File: config.mk
export PLATFORM = sky130hd
export DESIGN_NAME = eep_arbiter
export DESIGN_NICKNAME = d
export VERILOG_FILES = /design/src/rtl/eep_arb_pkg.sv /design/src/rtl/eep_arbiter_chrg_timer.sv /design/src/rtl/eep_arbiter.sv
export SDC_FILE = /design/constraint.sdc
export NUM_CORES = 1
export LEC_CHECK = 0
export CORE_MARGIN = 10
export CORE_UTILIZATION = 45
export DETAILED_ROUTE_END_ITERATION = 7
export PLACE_DENSITY = 0.76
export SLEW_MARGIN = 20
export SYNTH_ARGS = -nofsm -noshare
export SYNTH_HDL_FRONTEND = slang
export SYNTH_HIERARCHICAL = 1
export SYNTH_SLANG_ARGS = --single-unit
File: constraint.sdc
create_clock -name clk -period 2.5 [get_ports clk]
set_input_delay 0.5 -clock clk [delete_from_list [all_inputs] [get_ports clk]]
set_output_delay 0.5 -clock clk [all_outputs]
set_load 0.02 [all_outputs]
File: src/rtl/eep_arb_pkg.sv
// Shared types and constants for the EEPROM arbiter.
// EEP_WR_VERIFY_EN adds the write read-back states to the state enum.
package eep_arb_pkg;

  localparam int EEP_AW = 2;
  localparam int EEP_DW = 14;

  typedef enum logic [3:0] {
    ST_IDLE,
    ST_RD,
    ST_RD_CAP,
    ST_WR_SETUP,
    ST_WR_CHRG,
    ST_WR_HOLD,
`ifdef EEP_WR_VERIFY_EN
    ST_VFY_RD,
    ST_VFY_CAP,
`endif
    ST_DONE
  } state_e;

  localparam logic OWNER_PID  = 1'b0;
  localparam logic OWNER_HOST = 1'b1;

  // EEPROM pin values whenever no access is in flight
  localparam logic              EEP_CS_N_IDLE  = 1'b1;
  localparam logic              EEP_R_W_N_IDLE = 1'b1;
  localparam logic [EEP_AW-1:0] EEP_ADDR_IDLE  = 2'd0;
  localparam logic [EEP_DW-1:0] EEP_DATA_IDLE  = 14'd0;

  // Coefficient slots inside the 4-entry array
  localparam logic [EEP_AW-1:0] ADDR_KP  = 2'd0;
  localparam logic [EEP_AW-1:0] ADDR_KI  = 2'd1;
  localparam logic [EEP_AW-1:0] ADDR_KD  = 2'd2;
  localparam logic [EEP_AW-1:0] ADDR_CFG = 2'd3;

endpackage

File: src/rtl/eep_arbiter_chrg_timer.sv
// Charge-pump down-counter: load a start value, count to zero, flag zero.
module chrg_timer #(
  parameter int CNT_W = 18
) (
  input  logic             clk,
  input  logic             rst_n,
  input  logic             load,
  input  logic             en,
  input  logic [CNT_W-1:0] load_val,
  output logic             zero
);

  logic [CNT_W-1:0] cnt_q, cnt_d;

  always_comb begin
    cnt_d = cnt_q;
    if (load) begin
      cnt_d = load_val;
    end else if (en && (cnt_q != '0)) begin
      cnt_d = cnt_q - CNT_W'(1);
    end
  end

  always_ff @(posedge clk) begin
    if (!rst_n) cnt_q <= '0;
    else        cnt_q <= cnt_d;
  end

  assign zero = (cnt_q == '0);

endmodule

File: src/rtl/eep_arbiter.sv
// Shares the 4x14 EEPROM between the PID coefficient fetch and the host config path.
// Optional EEP_WR_VERIFY_EN: read back after each write and flag mismatches on wr_err.
module eep_arbiter
  import eep_arb_pkg::*;
#(
  parameter int CHRG_CYCLES = 150000,
  parameter int CNT_W       = 18
) (
  input  logic        clk,
  input  logic        rst_n,
  input  logic        pid_req,
  input  logic [1:0]  pid_addr,
  output logic        pid_gnt,
  output logic        pid_done,
  input  logic        host_req,
  input  logic        host_wr,
  input  logic [1:0]  host_addr,
  input  logic [13:0] host_wr_data,
  output logic        host_gnt,
  output logic        host_done,
  output logic [13:0] rd_data,
  output logic        busy,
  input  logic [13:0] eep_rd_data,
  output logic        eep_cs_n,
  output logic        eep_r_w_n,
  output logic [1:0]  eep_addr,
  output logic [13:0] eep_wr_data,
  output logic        chrg_pmp_en
`ifdef EEP_WR_VERIFY_EN
  ,
  output logic        wr_err
`endif
);

  localparam logic [CNT_W-1:0] CHRG_LOAD = CNT_W'(CHRG_CYCLES - 1);

  state_e      state_q, state_d;
  logic        owner_q, owner_d;
  logic        last_owner_q, last_owner_d;
  logic        op_wr_q, op_wr_d;
  logic [1:0]  addr_q, addr_d;
  logic [13:0] wdata_q, wdata_d;
  logic [13:0] rd_data_q, rd_data_d;
  logic        pid_gnt_q, pid_gnt_d, host_gnt_q, host_gnt_d;
  logic        pid_done_q, pid_done_d, host_done_q, host_done_d;
  logic        busy_q, busy_d;
  logic        cs_n_q, cs_n_d, r_w_n_q, r_w_n_d, pmp_q, pmp_d;
  logic [1:0]  eaddr_q, eaddr_d;
  logic [13:0] ewdata_q, ewdata_d;
`ifdef EEP_WR_VERIFY_EN
  logic        wr_err_q, wr_err_d;
`endif
  logic        grant, tmr_load, tmr_en, tmr_zero;

  chrg_timer #(.CNT_W(CNT_W)) u_chrg_timer (
    .clk      (clk),
    .rst_n    (rst_n),
    .load     (tmr_load),
    .en       (tmr_en),
    .load_val (CHRG_LOAD),
    .zero     (tmr_zero)
  );

  always_comb begin
    state_d      = state_q;
    owner_d      = owner_q;
    last_owner_d = last_owner_q;
    op_wr_d      = op_wr_q;
    addr_d       = addr_q;
    wdata_d      = wdata_q;
    rd_data_d    = rd_data_q;
`ifdef EEP_WR_VERIFY_EN
    wr_err_d     = wr_err_q;
`endif
    grant        = 1'b0;
    tmr_load     = 1'b0;
    tmr_en       = 1'b0;

    case (state_q)
      ST_IDLE: begin
        if (pid_req || host_req) begin
          grant = 1'b1;
          // Contention goes to whoever did not own the previous op
          if (pid_req && host_req) owner_d = ~last_owner_q;
          else                     owner_d = host_req ? OWNER_HOST : OWNER_PID;
          last_owner_d = owner_d;
          if (owner_d == OWNER_HOST) begin
            op_wr_d = host_wr;
            addr_d  = host_addr;
            wdata_d = host_wr_data;
          end else begin
            op_wr_d = 1'b0;
            addr_d  = pid_addr;
            wdata_d = EEP_DATA_IDLE;
          end
`ifdef EEP_WR_VERIFY_EN
          if (owner_d == OWNER_HOST && host_wr) wr_err_d = 1'b0;
`endif
          state_d = op_wr_d ? ST_WR_SETUP : ST_RD;
        end
      end
      ST_RD:     state_d = ST_RD_CAP;
      ST_RD_CAP: begin
        rd_data_d = eep_rd_data;
        state_d   = ST_DONE;
      end
      ST_WR_SETUP: begin
        tmr_load = 1'b1;
        state_d  = ST_WR_CHRG;
      end
      ST_WR_CHRG: begin
        if (tmr_zero) state_d = ST_WR_HOLD;
        else          tmr_en  = 1'b1;
      end
`ifdef EEP_WR_VERIFY_EN
      ST_WR_HOLD: state_d = ST_VFY_RD;
      ST_VFY_RD:  state_d = ST_VFY_CAP;
      ST_VFY_CAP: begin
        rd_data_d = eep_rd_data;
        wr_err_d  = (eep_rd_data != wdata_q);
        state_d   = ST_DONE;
      end
`else
      ST_WR_HOLD: state_d = ST_DONE;
`endif
      ST_DONE:   state_d = ST_IDLE;
      default:   state_d = ST_IDLE;
    endcase

    // Outputs are registered, so they are decoded from the state being entered
    pid_gnt_d   = grant && (owner_d == OWNER_PID);
    host_gnt_d  = grant && (owner_d == OWNER_HOST);
    pid_done_d  = (state_d == ST_DONE) && (owner_d == OWNER_PID);
    host_done_d = (state_d == ST_DONE) && (owner_d == OWNER_HOST);
    busy_d      = (state_d != ST_IDLE);
    cs_n_d      = EEP_CS_N_IDLE;
    r_w_n_d     = EEP_R_W_N_IDLE;
    eaddr_d     = EEP_ADDR_IDLE;
    ewdata_d    = EEP_DATA_IDLE;
    pmp_d       = 1'b0;

    case (state_d)
      ST_RD, ST_RD_CAP: begin
        cs_n_d  = 1'b0;
        eaddr_d = addr_d;
      end
`ifdef EEP_WR_VERIFY_EN
      ST_VFY_RD, ST_VFY_CAP: begin
        cs_n_d  = 1'b0;
        eaddr_d = addr_d;
      end
`endif
      ST_WR_SETUP, ST_WR_CHRG, ST_WR_HOLD: begin
        cs_n_d   = 1'b0;
        r_w_n_d  = 1'b0;
        eaddr_d  = addr_d;
        ewdata_d = wdata_d;
        pmp_d    = (state_d == ST_WR_CHRG);
      end
      default: ;
    endcase
  end

  always_ff @(posedge clk) begin
    if (!rst_n) begin
      state_q      <= ST_IDLE;
      owner_q      <= OWNER_PID;
      last_owner_q <= OWNER_PID;
      op_wr_q      <= 1'b0;
      addr_q       <= EEP_ADDR_IDLE;
      wdata_q      <= EEP_DATA_IDLE;
      rd_data_q    <= '0;
      pid_gnt_q    <= 1'b0;
      host_gnt_q   <= 1'b0;
      pid_done_q   <= 1'b0;
      host_done_q  <= 1'b0;
      busy_q       <= 1'b0;
      cs_n_q       <= EEP_CS_N_IDLE;
      r_w_n_q      <= EEP_R_W_N_IDLE;
      eaddr_q      <= EEP_ADDR_IDLE;
      ewdata_q     <= EEP_DATA_IDLE;
      pmp_q        <= 1'b0;
`ifdef EEP_WR_VERIFY_EN
      wr_err_q     <= 1'b0;
`endif
    end else begin
      state_q      <= state_d;
      owner_q      <= owner_d;
      last_owner_q <= last_owner_d;
      op_wr_q      <= op_wr_d;
      addr_q       <= addr_d;
      wdata_q      <= wdata_d;
      rd_data_q    <= rd_data_d;
      pid_gnt_q    <= pid_gnt_d;
      host_gnt_q   <= host_gnt_d;
      pid_done_q   <= pid_done_d;
      host_done_q  <= host_done_d;
      busy_q       <= busy_d;
      cs_n_q       <= cs_n_d;
      r_w_n_q      <= r_w_n_d;
      eaddr_q      <= eaddr_d;
      ewdata_q     <= ewdata_d;
      pmp_q        <= pmp_d;
`ifdef EEP_WR_VERIFY_EN
      wr_err_q     <= wr_err_d;
`endif
    end
  end

  assign pid_gnt     = pid_gnt_q;
  assign host_gnt    = host_gnt_q;
  assign pid_done    = pid_done_q;
  assign host_done   = host_done_q;
  assign rd_data     = rd_data_q;
  assign busy        = busy_q;
  assign eep_cs_n    = cs_n_q;
  assign eep_r_w_n   = r_w_n_q;
  assign eep_addr    = eaddr_q;
  assign eep_wr_data = ewdata_q;
  assign chrg_pmp_en = pmp_q;
`ifdef EEP_WR_VERIFY_EN
  assign wr_err      = wr_err_q;
`endif

endmodule

==> metrics <==
status=finished, final reports clean; Post-Place Cells=541; xor/xnor share of the synthesized area=0.0344; register area share after synthesis=0.471; WHS Path Cells=2; Top FF cell, synth=dfxtp_1; CTS Buffer Depth=2; # IOs=75; worst-case clock skew=10.4 ps; Die Y=106 µm; diode count=0; min-delay src=rd_data[8]$_SDFFE_PN0N_; CP arrival=2570 ps; max-cap viol count=0; LEAKAGE=1.60 nW; DRC viols=0; Critical Path RT=2700 ps; initial antenna violation count=0; R2R Setup Slk=130 ps; share of the synthesized area in the top cell type=0.471; Worst-Skew Late Latency=340 ps; Total Wirelength=8110 µm; Core Region=7210 µm²; Peak VDD IR=366 µV; total global routing overflow=0; setup violators final=0; drt initial violations=101; CP endpoint kind=register; synthesized cell area=roughly 3300 µm²; crit path kind=reg2reg; Num CTS Buffers=9; mux share of post-synthesis cell area=0.00302; detailed placement HPWL=6070 µm; Rel. slew slack=0.620; critical path fanouts, max=4; Placer Congestion=0.863; ys async rst share=0; worst hold path type=reg2reg; R2R depth=10; number of non-filler instances in the completed layout=around 560; Tcrit/Tclk final=0.946; R2R Path Start=u_chrg_timer/cnt_q[0]$_SDFFE_PN0P_; Final Hold Violating Endpoints=0; Mean Syn Cell Area=approximately 9.5 µm²; Root Driver=clkbuf_8; power per cell area=572 nW/µm²; Starting Density=0.459; Filler Cells Inserted=629; Yosys top cell by area=dfxtp_1; first-pass GRT wire length=13,600 µm; Nets=491; post-synthesis compound-gate area fraction=0.201; combinational family with the most area after synthesis=simple AND/OR/NAND/NOR gates; P&R area growth vs syn=36.8%; GRT Total Usage=0.146; routed length per instance=14.6 µm; Tightest Pin Transition=565 ps; Max Slew Vio Count=0; EDFF count, synth=0; reg-to-reg endpoint=u_chrg_timer/cnt_q[3]$_SDFFE_PN0P_; Via density=5.02; CTS tree=done; Yosys warnings=6; Post-Layout Inst Area=4530 µm²; DR vias=2,798; Die X=106 µm; clock slew at reported path FFs=90 ps; Area contributors post-synth=dfxtp_1 (47%), nand2_1 (4.1%), xnor2_1 (3.4%), a21boi_0 (3.4%), a21oi_1 (3.0%); pin count of the biggest net entering global routing=27; area post-placement=4310 µm²; IO buf count=between 70 and 80; distinct cell type count after synthesis=60; Slowest cell on crit path=or4b_2; Post-Synth Adder-Cell Area=0.00378; simple-gate share of the synthesized area=0.240; Clock Sinks=78; critical path, cell by cell=inv_1 > ha_1 > nor3b_1 > nor3b_2 > and2_1 > nor2_4 > or4b_2 > a21oi_2 > xnor2_1 > a21oi_1; antenna viol nets, final=0; Max Fclk=approximately 0.42 GHz; Gate Count Post-Synth=348; Synth Register Bits=78; router iterations before antenna repair=4; CP peak stage delay=roughly 610 ps; Setup crit start kind=register; vias in the first global route=about 2,700; Setup TNS Final=0 ps; Hold Path Sink=rd_data[8]$_SDFFE_PN0N_; post-layout min period=2370 ps; share of layout cells above drive strength 1=0.190; # rows=31; die area=11,200 µm²; htree depth=3
## placed cells by master (no fill, tap or decap), drive strengths merged, types with 2 or more instances in the layout
master	n
inv	9
or4	6
nor3b	5
nor3	21
clkdlybuf4s50	74
clkbuf	11
nand2	36
conb	19
nand3b	2
nor4	7
dfxtp	78
nor2	22
buf	24
nand3	2
nor4b	2
a22oi	14
or3	2
o21ai	19
a21boi	16
o221ai	2
nor2b	17
and2	3
a21oi	20
a211oi	6
xnor2	13
clkinv	2
o32a	2
o221a	2
clkinvlp	2
or4b	3
## routing by layer
layer	up-vias	track usage	wire (µm)
li1	1436	-	-
met1	1276	0.178	3660
met2	78	0.240	3860
met3	8	0.0420	497
met4	0	0.0522	102
met5	-	0	0
## per-stage QoR
step	hold WS, ps	total power [mW]	setup WS (ps)	utilization
after floorplan	494	1.53	17.1	-
after global placement	440	1.67	74.9	0.597
after detailed placement	450	1.68	4.01	0.597
after CTS	462	2.60	55.6	0.625
after global routing	483	2.71	-13.7	0.628
final	456	2.59	134	0.628
## sequential cells by signal (all words and copies together), names as in the netlist, 2 cells and up
name / flops
eep_wr_data: 14
state_q: 4
rd_data: 14
wdata_q: 14
addr_q: 2
eep_addr: 2
u_chrg_timer/cnt_q: 18
## critical path, delay by kind of cell, from the launching register on
kind / cells / cell delay (ps)
XOR/XNOR: 1 / 120
AO/OA/AOI/OAI: 2 / 220
AND/OR/NAND/NOR: 5 / 1280
adder cells (fa/ha/maj): 1 / 210
buffers and inverters: 1 / 50
flip-flops: 1 / 360
## cells by family (layout without fill, tap and decap cells)
| group | Yosys count | after routing |
|---|---|---|
| multiplexers | 1 | 1 |
| buffers and inverters | 30 | 123 |
| flip-flops | 78 | 78 |
| adder cells (fa/ha/maj) | 1 | 1 |
| AO/OA/AOI/OAI | 92 | 92 |
| other | 2 | 19 |
| XOR/XNOR | 13 | 13 |
| AND/OR/NAND/NOR | 131 | 131 |
## where the power goes
group	switching (mW)	internal [mW]
clock	0.454	0.489
combinational	0.183	0.172
sequential	0.0164	1.28
## how the worst max path moves through the flow
| stage | slack, ps | to | startpoint |
|---|---|---|---|
| after global routing | -10 | u_chrg_timer/cnt_q[3]$_SDFFE_PN0P_ | u_chrg_timer/cnt_q[0]$_SDFFE_PN0P_ |
| final | 130 | u_chrg_timer/cnt_q[3]$_SDFFE_PN0P_ | u_chrg_timer/cnt_q[0]$_SDFFE_PN0P_ |
| after detailed placement | 4 | u_chrg_timer/cnt_q[12]$_SDFFE_PN0P_ | u_chrg_timer/cnt_q[0]$_SDFFE_PN0P_ |
| after CTS | 60 | u_chrg_timer/cnt_q[3]$_SDFFE_PN0P_ | u_chrg_timer/cnt_q[0]$_SDFFE_PN0P_ |
| after global placement | 70 | u_chrg_timer/cnt_q[3]$_SDFFE_PN0P_ | u_chrg_timer/cnt_q[0]$_SDFFE_PN0P_ |
| after floorplan | 20 | u_chrg_timer/cnt_q[3]$_SDFFE_PN0P_ | u_chrg_timer/cnt_q[0]$_SDFFE_PN0P_ |
## layout make-up
class | instances | area, µm² | area share
Multi-Input combinational cell | 257 | 1690 | 0.373
Sequential cell | 78 | 1560 | 0.345
Timing Repair Buffer | 98 | 921 | 0.203
Clock buffer | 11 | 141 | 0.0312
Tap cell | 99 | 124 | 0.0273
Clock inverter | 5 | 58.8 | 0.0130
Inverter | 9 | 33.8 | 0.00745
## cell usage after synthesis (2+ instances only)
library cell / n
nor2b_1: 10
conb_1: 2
nand2_1: 36
inv_2: 2
o221ai_1: 2
a211oi_1: 6
o221a_2: 2
or4b_2: 3
or4_4: 3
or4_1: 3
o32a_1: 2
a22oi_2: 7
a21boi_0: 15
nor4_1: 6
a22oi_1: 7
inv_1: 7
dfxtp_1: 78
xnor2_1: 13
nor3_2: 7
nor2b_2: 7
clkbuf_1: 10
and2_1: 3
nor3_1: 14
nand3_1: 2
nor3b_1: 4
nor2_1: 20
o21ai_0: 17
buf_2: 7
buf_6: 2
nand3b_1: 2
a21oi_1: 20
## what timing repair did
action / in CTS / in global routing
setup endpoints to repair: 1 / 5
buffers inserted: 0 / 0
gates resized for setup: 1 / 8
hold buffers: 0 / 0
Note: power is estimated with default switching activity, not from simulation.
